--- src/rtl/lif_neuron.sv ---
// Leaky integrate-and-fire neuron: rising edges of i_spike add WEIGHT to a
// saturating membrane potential that leaks linearly; crossing THRESHOLD emits a pulse.
module lif_neuron #(
  parameter int WEIGHT       = 100,
  parameter int THRESHOLD    = 1000,
  parameter int LEAK_PERIOD  = 1000,
  parameter int LEAK_AMOUNT  = 1,
  parameter int SPIKE_LENGTH = 10,
  parameter int REFRACTORY   = 100,
  parameter int POT_WIDTH    = 16
) (
  input  logic                 sys_clk,
  input  logic                 rst,
  input  logic                 i_spike,
  output logic                 o_spike,
  output logic [POT_WIDTH-1:0] potential_debug,
  output logic [31:0]          fire_count_debug
);

  localparam int LCW = (LEAK_PERIOD > 1) ? $clog2(LEAK_PERIOD) : 1;
  localparam int FCW = $clog2(SPIKE_LENGTH + 1);
  localparam int RCW = (REFRACTORY > 0) ? $clog2(REFRACTORY + 1) : 1;

  localparam logic [POT_WIDTH:0]   WEIGHT_EXT = (POT_WIDTH + 1)'(WEIGHT);
  localparam logic [POT_WIDTH-1:0] LEAK_AMT   = POT_WIDTH'(LEAK_AMOUNT);
  localparam logic [POT_WIDTH-1:0] THRESH     = POT_WIDTH'(THRESHOLD);
  localparam logic [LCW-1:0]       LEAK_LAST  = LCW'(LEAK_PERIOD - 1);
  localparam logic [FCW-1:0]       SPIKE_LAST = FCW'(SPIKE_LENGTH);
  localparam logic [RCW-1:0]       REFR_LAST  = RCW'(REFRACTORY);

  typedef enum logic [1:0] {
    ST_INTEGRATE,
    ST_FIRING,
    ST_REFRACTORY
  } state_t;

  state_t               r_state;
  logic                 r_prev;
  logic                 r_spike;
  logic [POT_WIDTH-1:0] r_pot;
  logic [LCW-1:0]       r_leak_cnt;
  logic [FCW-1:0]       r_fire_cnt;
  logic [RCW-1:0]       r_refr_cnt;
  logic [31:0]          r_fire_count;

  logic                 w_event;
  logic                 w_leak;
  logic [POT_WIDTH:0]   w_sum;
  logic [POT_WIDTH-1:0] w_added;
  logic [POT_WIDTH-1:0] w_next;
  logic                 w_fire;

  // Add-then-subtract: saturate high on the weight, clamp at zero on the leak.
  always_comb begin
    w_event = i_spike & ~r_prev;
    w_leak  = (r_leak_cnt == LEAK_LAST);
    w_sum   = {1'b0, r_pot} + (w_event ? WEIGHT_EXT : '0);
    w_added = w_sum[POT_WIDTH] ? '1 : w_sum[POT_WIDTH-1:0];
    w_next  = w_added;
    if (w_leak) begin
      w_next = (w_added > LEAK_AMT) ? (w_added - LEAK_AMT) : '0;
    end
    w_fire  = (w_next >= THRESH);
  end

  always_ff @(posedge sys_clk) begin
    if (rst) begin
      r_state      <= ST_INTEGRATE;
      r_prev       <= 1'b1;
      r_spike      <= 1'b0;
      r_pot        <= '0;
      r_leak_cnt   <= '0;
      r_fire_cnt   <= '0;
      r_refr_cnt   <= '0;
      r_fire_count <= '0;
    end else begin
      r_prev <= i_spike;
      unique case (r_state)
        ST_INTEGRATE: begin
          if (w_fire) begin
            r_pot        <= '0;
            r_spike      <= 1'b1;
            r_fire_cnt   <= FCW'(1);
            r_fire_count <= r_fire_count + 32'd1;
            r_leak_cnt   <= '0;
            r_state      <= ST_FIRING;
          end else begin
            r_pot      <= w_next;
            r_leak_cnt <= w_leak ? '0 : (r_leak_cnt + LCW'(1));
          end
        end
        ST_FIRING: begin
          if (r_fire_cnt == SPIKE_LAST) begin
            r_spike    <= 1'b0;
            r_fire_cnt <= '0;
            if (REFRACTORY == 0) begin
              r_state <= ST_INTEGRATE;
            end else begin
              r_state    <= ST_REFRACTORY;
              r_refr_cnt <= RCW'(1);
            end
          end else begin
            r_fire_cnt <= r_fire_cnt + FCW'(1);
          end
        end
        ST_REFRACTORY: begin
          if (r_refr_cnt == REFR_LAST) begin
            r_state    <= ST_INTEGRATE;
            r_refr_cnt <= '0;
          end else begin
            r_refr_cnt <= r_refr_cnt + RCW'(1);
          end
        end
        default: r_state <= ST_INTEGRATE;
      endcase
    end
  end

  assign o_spike          = r_spike;
  assign potential_debug  = r_pot;
  assign fire_count_debug = r_fire_count;

endmodule

--- config.mk ---
export PLATFORM = sky130hd
export DESIGN_NAME = lif_neuron
export DESIGN_NICKNAME = d
export VERILOG_FILES = /design/src/rtl/lif_neuron.sv
export SDC_FILE = /design/constraint.sdc
export NUM_CORES = 1
export LEC_CHECK = 0
export CORE_MARGIN = 2
export CORE_UTILIZATION = 51
export DETAILED_ROUTE_END_ITERATION = 12
export PLACE_DENSITY = 0.87
export SYNTH_ARGS = -nofsm -noshare
export SYNTH_HDL_FRONTEND = slang
export SYNTH_SLANG_ARGS = --single-unit
--- constraint.sdc ---
create_clock -name sys_clk -period 3.85 [get_ports sys_clk]
set_clock_uncertainty 0.15 [all_clocks]
set_input_delay 0.77 -clock sys_clk [delete_from_list [all_inputs] [get_ports sys_clk]]
set_output_delay 0.77 -clock sys_clk [all_outputs]
set_load 0.1 [all_outputs]
=== Word-level counts from Yosys, hierarchy flattened ===
Cells that the tools add are included.

* Bits of input ports: 3
* Register bits: 73
* Logic and storage cells: 54
* Output and inout port bits: 49

* Bitwise operators: 2
* Muxes and demuxes: 20
* Eq/ne operators: 8
* Order comparisons: 2
* $add $sub $neg: 6
* Reduce and logical (&&, ||, !) cells: 8

{| class="wikitable"
|+ Operators by type and width
! cell !! number
|-
| $mux 16 || 4
|-
| $add 32x1->32 const B || 1
|-
| $mux 7 || 3
|-
| $mux 10 || 2
|-
| $add 16x7->17 || 1
|-
| $ge 16x10->1 const B || 1
|-
| $gt 16x1->1 const B || 1
|-
| $sub 16x1->16 const B || 1
|-
| $pmux 7 s2 || 1
|-
| $add 10x1->10 const B || 1
|-
| $eq 10x10->1 const B || 1
|-
| $mux 4 || 2
|-
| $pmux 4 s2 || 1
|-
| $add 7x1->7 const B || 1
|-
| $eq 7x7->1 const B || 1
|-
| $mux 2 || 3
|-
| $ne 2x2->1 const B || 3
|-
| $pmux 2 s3 || 1
|-
| $reduce_and 2->1 || 3
|-
| $reduce_and 3->1 || 2
|-
| $add 4x1->4 const B || 1
|-
| $eq 4x4->1 const B || 1
|-
| $reduce_bool 2->1 || 2
|-
| $eq 2x1->1 const B || 1
|-
| 6 further kinds || 7
|}

=== Longest topological paths before layout ===
* Depth after elaboration: 11
* Depth in mapped cells: 15
* Depth with buffers taken out: 12

=== Least setup slack after synthesis ===
No wires, ideal clock.

* Path type: flip-flop to flip-flop
* From: register r_pot[2], in the netlist potential_debug[2]
* To: register r_fire_count[8], in the netlist fire_count_debug[8]
* Period minus slack after synthesis: 4,065 ps
* Library setup time: 132 ps
* Arrival: 3,783 ps
* Data required time: 3,568 ps
* Slack: -215 ps
* Cell stages (with the launch flop): 15
* Buffers on the path: 3
* Path through: dfxtp_1 buf_2 and2_1 ha_1 nand2_1 o21ai_1 o2111ai_1 a2111oi_4 nand3_1 xnor2_2 a31o_4 buf_6 buf_2 o41ai_1 a21oi_1

* Longest elaborated chain between the ends: 7
* Elaborated cells on any way between the ends: 8
* Those cells by class: add/sub (2); order compare (2); mux (3); reduce/logical (1)

{| class="wikitable"
|+ RTL lines
! what !! line !! RTL
|-
| from (decl) || 40 || <nowiki>logic [POT_WIDTH-1:0] r_pot;</nowiki>
|-
| from (signal assigned) || 88 || <nowiki>r_pot <= w_next;</nowiki>
|-
| $add 16x7->17 (*) || 57 || <nowiki>w_sum = {1'b0, r_pot} + (w_event ? WEIGHT_EXT : '0);</nowiki>
|-
| $mux 16 (*) || 58 || <nowiki>w_added = w_sum[POT_WIDTH] ? '1 : w_sum[POT_WIDTH-1:0];</nowiki>
|-
| $sub 16x1->16 / $gt 16x1->1 (equally long branches) || 61 || <nowiki>w_next = (w_added > LEAK_AMT) ? (w_added - LEAK_AMT) : '0;</nowiki>
|-
| $mux 16 || 61 ||
|-
| $mux 16 (*) || 60 || <nowiki>if (w_leak) begin</nowiki>
|-
| $ge 16x10->1 (*) || 63 || <nowiki>w_fire = (w_next >= THRESH);</nowiki>
|-
| $reduce_and 2->1 (no source line) (*) || -- ||
|-
| to (signal assigned) || 84 || <nowiki>r_fire_count <= r_fire_count + 32'd1;</nowiki>
|-
| to (decl) || 44 || <nowiki>logic [31:0] r_fire_count;</nowiki>
|}

Every way passes the cells marked *; elsewhere a longest branch is shown, timed or not.
A chain may end at the register's enable or synchronous reset.

=== Worst setup path in the final report ===
* From: input port i_spike
* To: register r_fire_count[30], in the netlist fire_count_debug[30]

* Longest elaborated chain between the ends: 9
* Elaborated cells on any way between the ends: 10
* Those cells by class: add/sub (2); order compare (2); mux (4); bitwise (1); reduce/logical (1)

{| class="wikitable"
|+ RTL lines
! what !! line !! RTL
|-
| from (decl) || 14 || <nowiki>input logic i_spike,</nowiki>
|-
| $and 1x1->1 (*) || 55 || <nowiki>w_event = i_spike & ~r_prev;</nowiki>
|-
| $mux 7 (*) || 57 ||
|-
| $add 16x7->17 (*) || 57 ||
|-
| $mux 16 (*) || 58 ||
|-
| $sub 16x1->16 / $gt 16x1->1 (equally long branches) || 61 ||
|-
| $mux 16 || 61 ||
|-
| $mux 16 (*) || 60 ||
|-
| $ge 16x10->1 (*) || 63 ||
|-
| $reduce_and 2->1 (no source line) (*) || -- ||
|}

Marks and branches as above.

==> impl_metrics.csv <==
group,metric,value,unit
die,floorplan.initialDensity,52.2,%
yosys,area_share_of_the_largest_cell_type_after_synthesis,32.2,%
layout,area_growth,27.4,%
cts,tritoncts_num_sinks,73,
worst_setup_path,worst_path_largest_cell_delay,310,ps
route,detail_route.first_pass.iterations,5,
die,die_h,98.3,um
sta,fmax,0.267,GHz
sta,timing.final.crit_share,97.4,%
yosys,synth_top_area_cell,"sky130_fd_sc_hd__dfxtp_1",
die,fp.dieW,98.3,um
worst_hold_path,min_path_type,"reg2reg",
pwr,post-layout-total-power,1.43,mW
worst_setup_path,largest_fanout_on_the_critical_path,7,
job,maxCapViolations,0,
sta,final.setup.tns,0,ps
yosys,yosysMostFrequentCell,"sky130_fd_sc_hd__dfxtp_1",
global_routing,antenna_found_initial,0,
global_routing,grt_pass1_wl,21200,um
cts,cts.clk_slew.worst_paths,90,ps
route,via_per_inst,6.43,
yosys,synth-edff-count,0,
placed_design,gp_congestion,0.923,
sta,worst_slack,101,ps
yosys,mappedNetlistNets,575,
route,detail_route.wl_per_cell,17.0,um
layout,final_net_count,657,
yosys,async_flop_share,0,%
pwr,power-per-cell-area,247,mW/mm^2
yosys,netlist_top_cells_area,"sky130_fd_sc_hd__dfxtp_1 32%, sky130_fd_sc_hd__a21oi_1 6.0%, sky130_fd_sc_hd__nand2_1 4.5%",
route,route.vias.total,4885,
status,status,"completed",
placed_design,port_buffers,51,
sta,final.min_clock_period,3750,ps
sta,setup_repair_after_global_routing_missed_its_margin,"no",
yosys,synth-seq-area-share,32.2,%
worst_setup_path,worst_ep_arrival_time,3820,ps
worst_setup_path,worstSetupEndpointType,"flop",
worst_setup_path,worstSetupStartpointType,"primary input",
worst_setup_path,criticalPathCategory,"in2reg",
sta,fin_hold_viols,0,
global_routing,globalRoute.totalOverflow,0,
die,boundaryPins,52,
yosys,synth_cell_type_count,73,
sta,worst_slew_margin_rel,32.0,%
pwr,vdd.ir_drop.worst,0.182,mV
route,postRouteWirelength,12900,um
yosys,post_synth.cell_area_avg,8.02,um^2
die,fp.coreArea,0.00868,mm^2
placed_design,detailed_place_hpwl,8400,um
cts,cts.htree.levels,3,
global_routing,grt_usage,26.2,%
die,floorplan.die_area,0.00966,mm^2
sta,finalSetupViolCount,0,
yosys,primary_ff_master_synth,"sky130_fd_sc_hd__dfxtp_1",
route,drt-initial-drc-count,368,
route,drcViolationCount,0,
yosys,synthCells,565,
worst_setup_path,critical-path-slowest-cell,"sky130_fd_sc_hd__a31o_4",
global_routing,grt_pass1_vias,4552,
yosys,yosys_warn_count,0,
yosys,ys_seq_elements,73,
placed_design,place_ws,-599,ps
layout,fin_util,66.5,%
worst_setup_path,cp.required,3920,ps
cts,tritoncts_buffer_count,9,
pwr,cellLeakagePower,2.02,nW
yosys,synth_area,0.00453,mm^2
yosys,synth_common_cells,"73 x sky130_fd_sc_hd__dfxtp_1, 54 x sky130_fd_sc_hd__a21oi_1, 54 x sky130_fd_sc_hd__nand2_1",
sta,timing_worst_slew_pin_value,1020,ps
global_routing,grt_max_degree,50,
layout,post_route_cells_drive_above_1_share,19.6,%
die,fp-row-count,34,
sta,timing.final.max_slew_violations,0,
cts,clockBufferDepth,2,
cts,cts_tree,"yes",
cts,cts.root.buffer_cell,"sky130_fd_sc_hd__clkbuf_8",
layout,antenna_cells,0,
worst_setup_path,critical_path.cell_chain,"dlygate4sd2_1, nor2b_4, and2_4, ha_4, buf_4, o2111ai_1, nand4_4, buf_6, nor3_4, mux2i_2, a221oi_2, a31o_4, buf_8, buf_6, buf_4, o41ai_2, a21oi_1",
cts,insertion_delay,360,ps
route,final_antenna_net_count,0,
[per-layer routing]
metal	vias up	wire (um)	track usage (%)
li1	2298	-	-
met1	2321	5430	32.4
met2	233	6350	44.4
met3	33	823	4.65
met4	0	310	11.9
met5	-	0	0
[logic make-up after synthesis]
| family | Yosys count | synth area share [%] |
|---|---|---|
| xor gates and xnor gates | 18 | 3.64 |
| adders and majority gates | 7 | 1.93 |
| buffers and inverters | 58 | 5.71 |
| AOI/OAI and AO/OA | 150 | 22.9 |
| DFF | 73 | 32.2 |
| muxes | 3 | 0.690 |
| and+or+nand+nor | 256 | 32.8 |
[power breakdown]
group	internal [mW]	leakage (nW)	switching [mW]	total (mW)
clock	0.233	0.0870	0.305	0.539
sequential	0.760	0.589	0.0116	0.772
combinational	0.0456	1.34	0.0699	0.115
total	1.04	2.02	0.387	1.43
[layout by cell type (no fill, tap or decap), types with 9 or more instances in the layout]
cell	instances
sky130_fd_sc_hd__dfxtp_1	72
sky130_fd_sc_hd__buf_4	57
sky130_fd_sc_hd__a21oi_1	54
sky130_fd_sc_hd__nand2_1	53
sky130_fd_sc_hd__clkdlybuf4s50_1	46
sky130_fd_sc_hd__nand3_1	36
sky130_fd_sc_hd__nor2_1	30
sky130_fd_sc_hd__o31ai_1	20
sky130_fd_sc_hd__or4_1	19
sky130_fd_sc_hd__inv_1	17
sky130_fd_sc_hd__and3_1	17
sky130_fd_sc_hd__nand4_1	16
sky130_fd_sc_hd__o21ai_0	13
sky130_fd_sc_hd__nor3_1	12
sky130_fd_sc_hd__xnor2_1	12
sky130_fd_sc_hd__clkbuf_8	9
[worst max-delay path: cells and delay by family]
family          cells  cell delay (ps)
buf+inv             6              960
mux                 1              280
simple gates        4              680
compound gates      5              940
fa+ha+maj           1              170
[layout make-up]
class,instances,area [um^2]
clock buffers,11,131
inverters,17,63.8
well taps,108,135
multi-input cells,434,2960
repair buffers,112,988
clock inverters,5,32.5
fillers,666,2910
flip-flops and latches,73,1460
[metrics by stage]
| stage | cell area (um^2) | hold WS, ps | std cells |
|---|---|---|---|
| global placement | 5390 | 301 | 732 |
| floorplan | 4590 | 299 | 565 |
| CTS | 5700 | 321 | 756 |
| detailed placement | 5390 | 310 | 732 |
| finish | 5770 | 320 | 760 |
| global route | 5770 | 342 | 760 |
[flip-flops by register name, indices dropped and copies added, names as in the netlist]
| register | count |
|---|---|
| fire_count_debug | 32 |
| o_spike | 1 |
| potential_debug | 16 |
| r_fire_cnt | 4 |
| r_leak_cnt | 10 |
| r_prev | 1 |
| r_refr_cnt | 7 |
| r_state | 2 |
[timing repair]
action / in CTS / in global routing
gates resized for setup: 19 / 11
setup buffers: 8 / 5
pin swaps: 15 / 17
hold buffers: 0 / 0
setup endpoints to repair: 42 / 16
[final timing paths]
check / depth (start not counted) / startpoint / to / slack [ps]
max: 17 / i_spike / fire_count_debug[30]$_SDFFE_PP0P_ / 100
min: 2 / o_spike$_SDFFE_PP0P_ / o_spike$_SDFFE_PP0P_ / 320
max reg2reg: 15 / potential_debug[2]$_SDFFE_PP0P_ / fire_count_debug[30]$_SDFFE_PP0P_ / 410
min reg2reg: 2 / o_spike$_SDFFE_PP0P_ / o_spike$_SDFFE_PP0P_ / 320
Note: power is estimated with default switching activity, not from simulation.
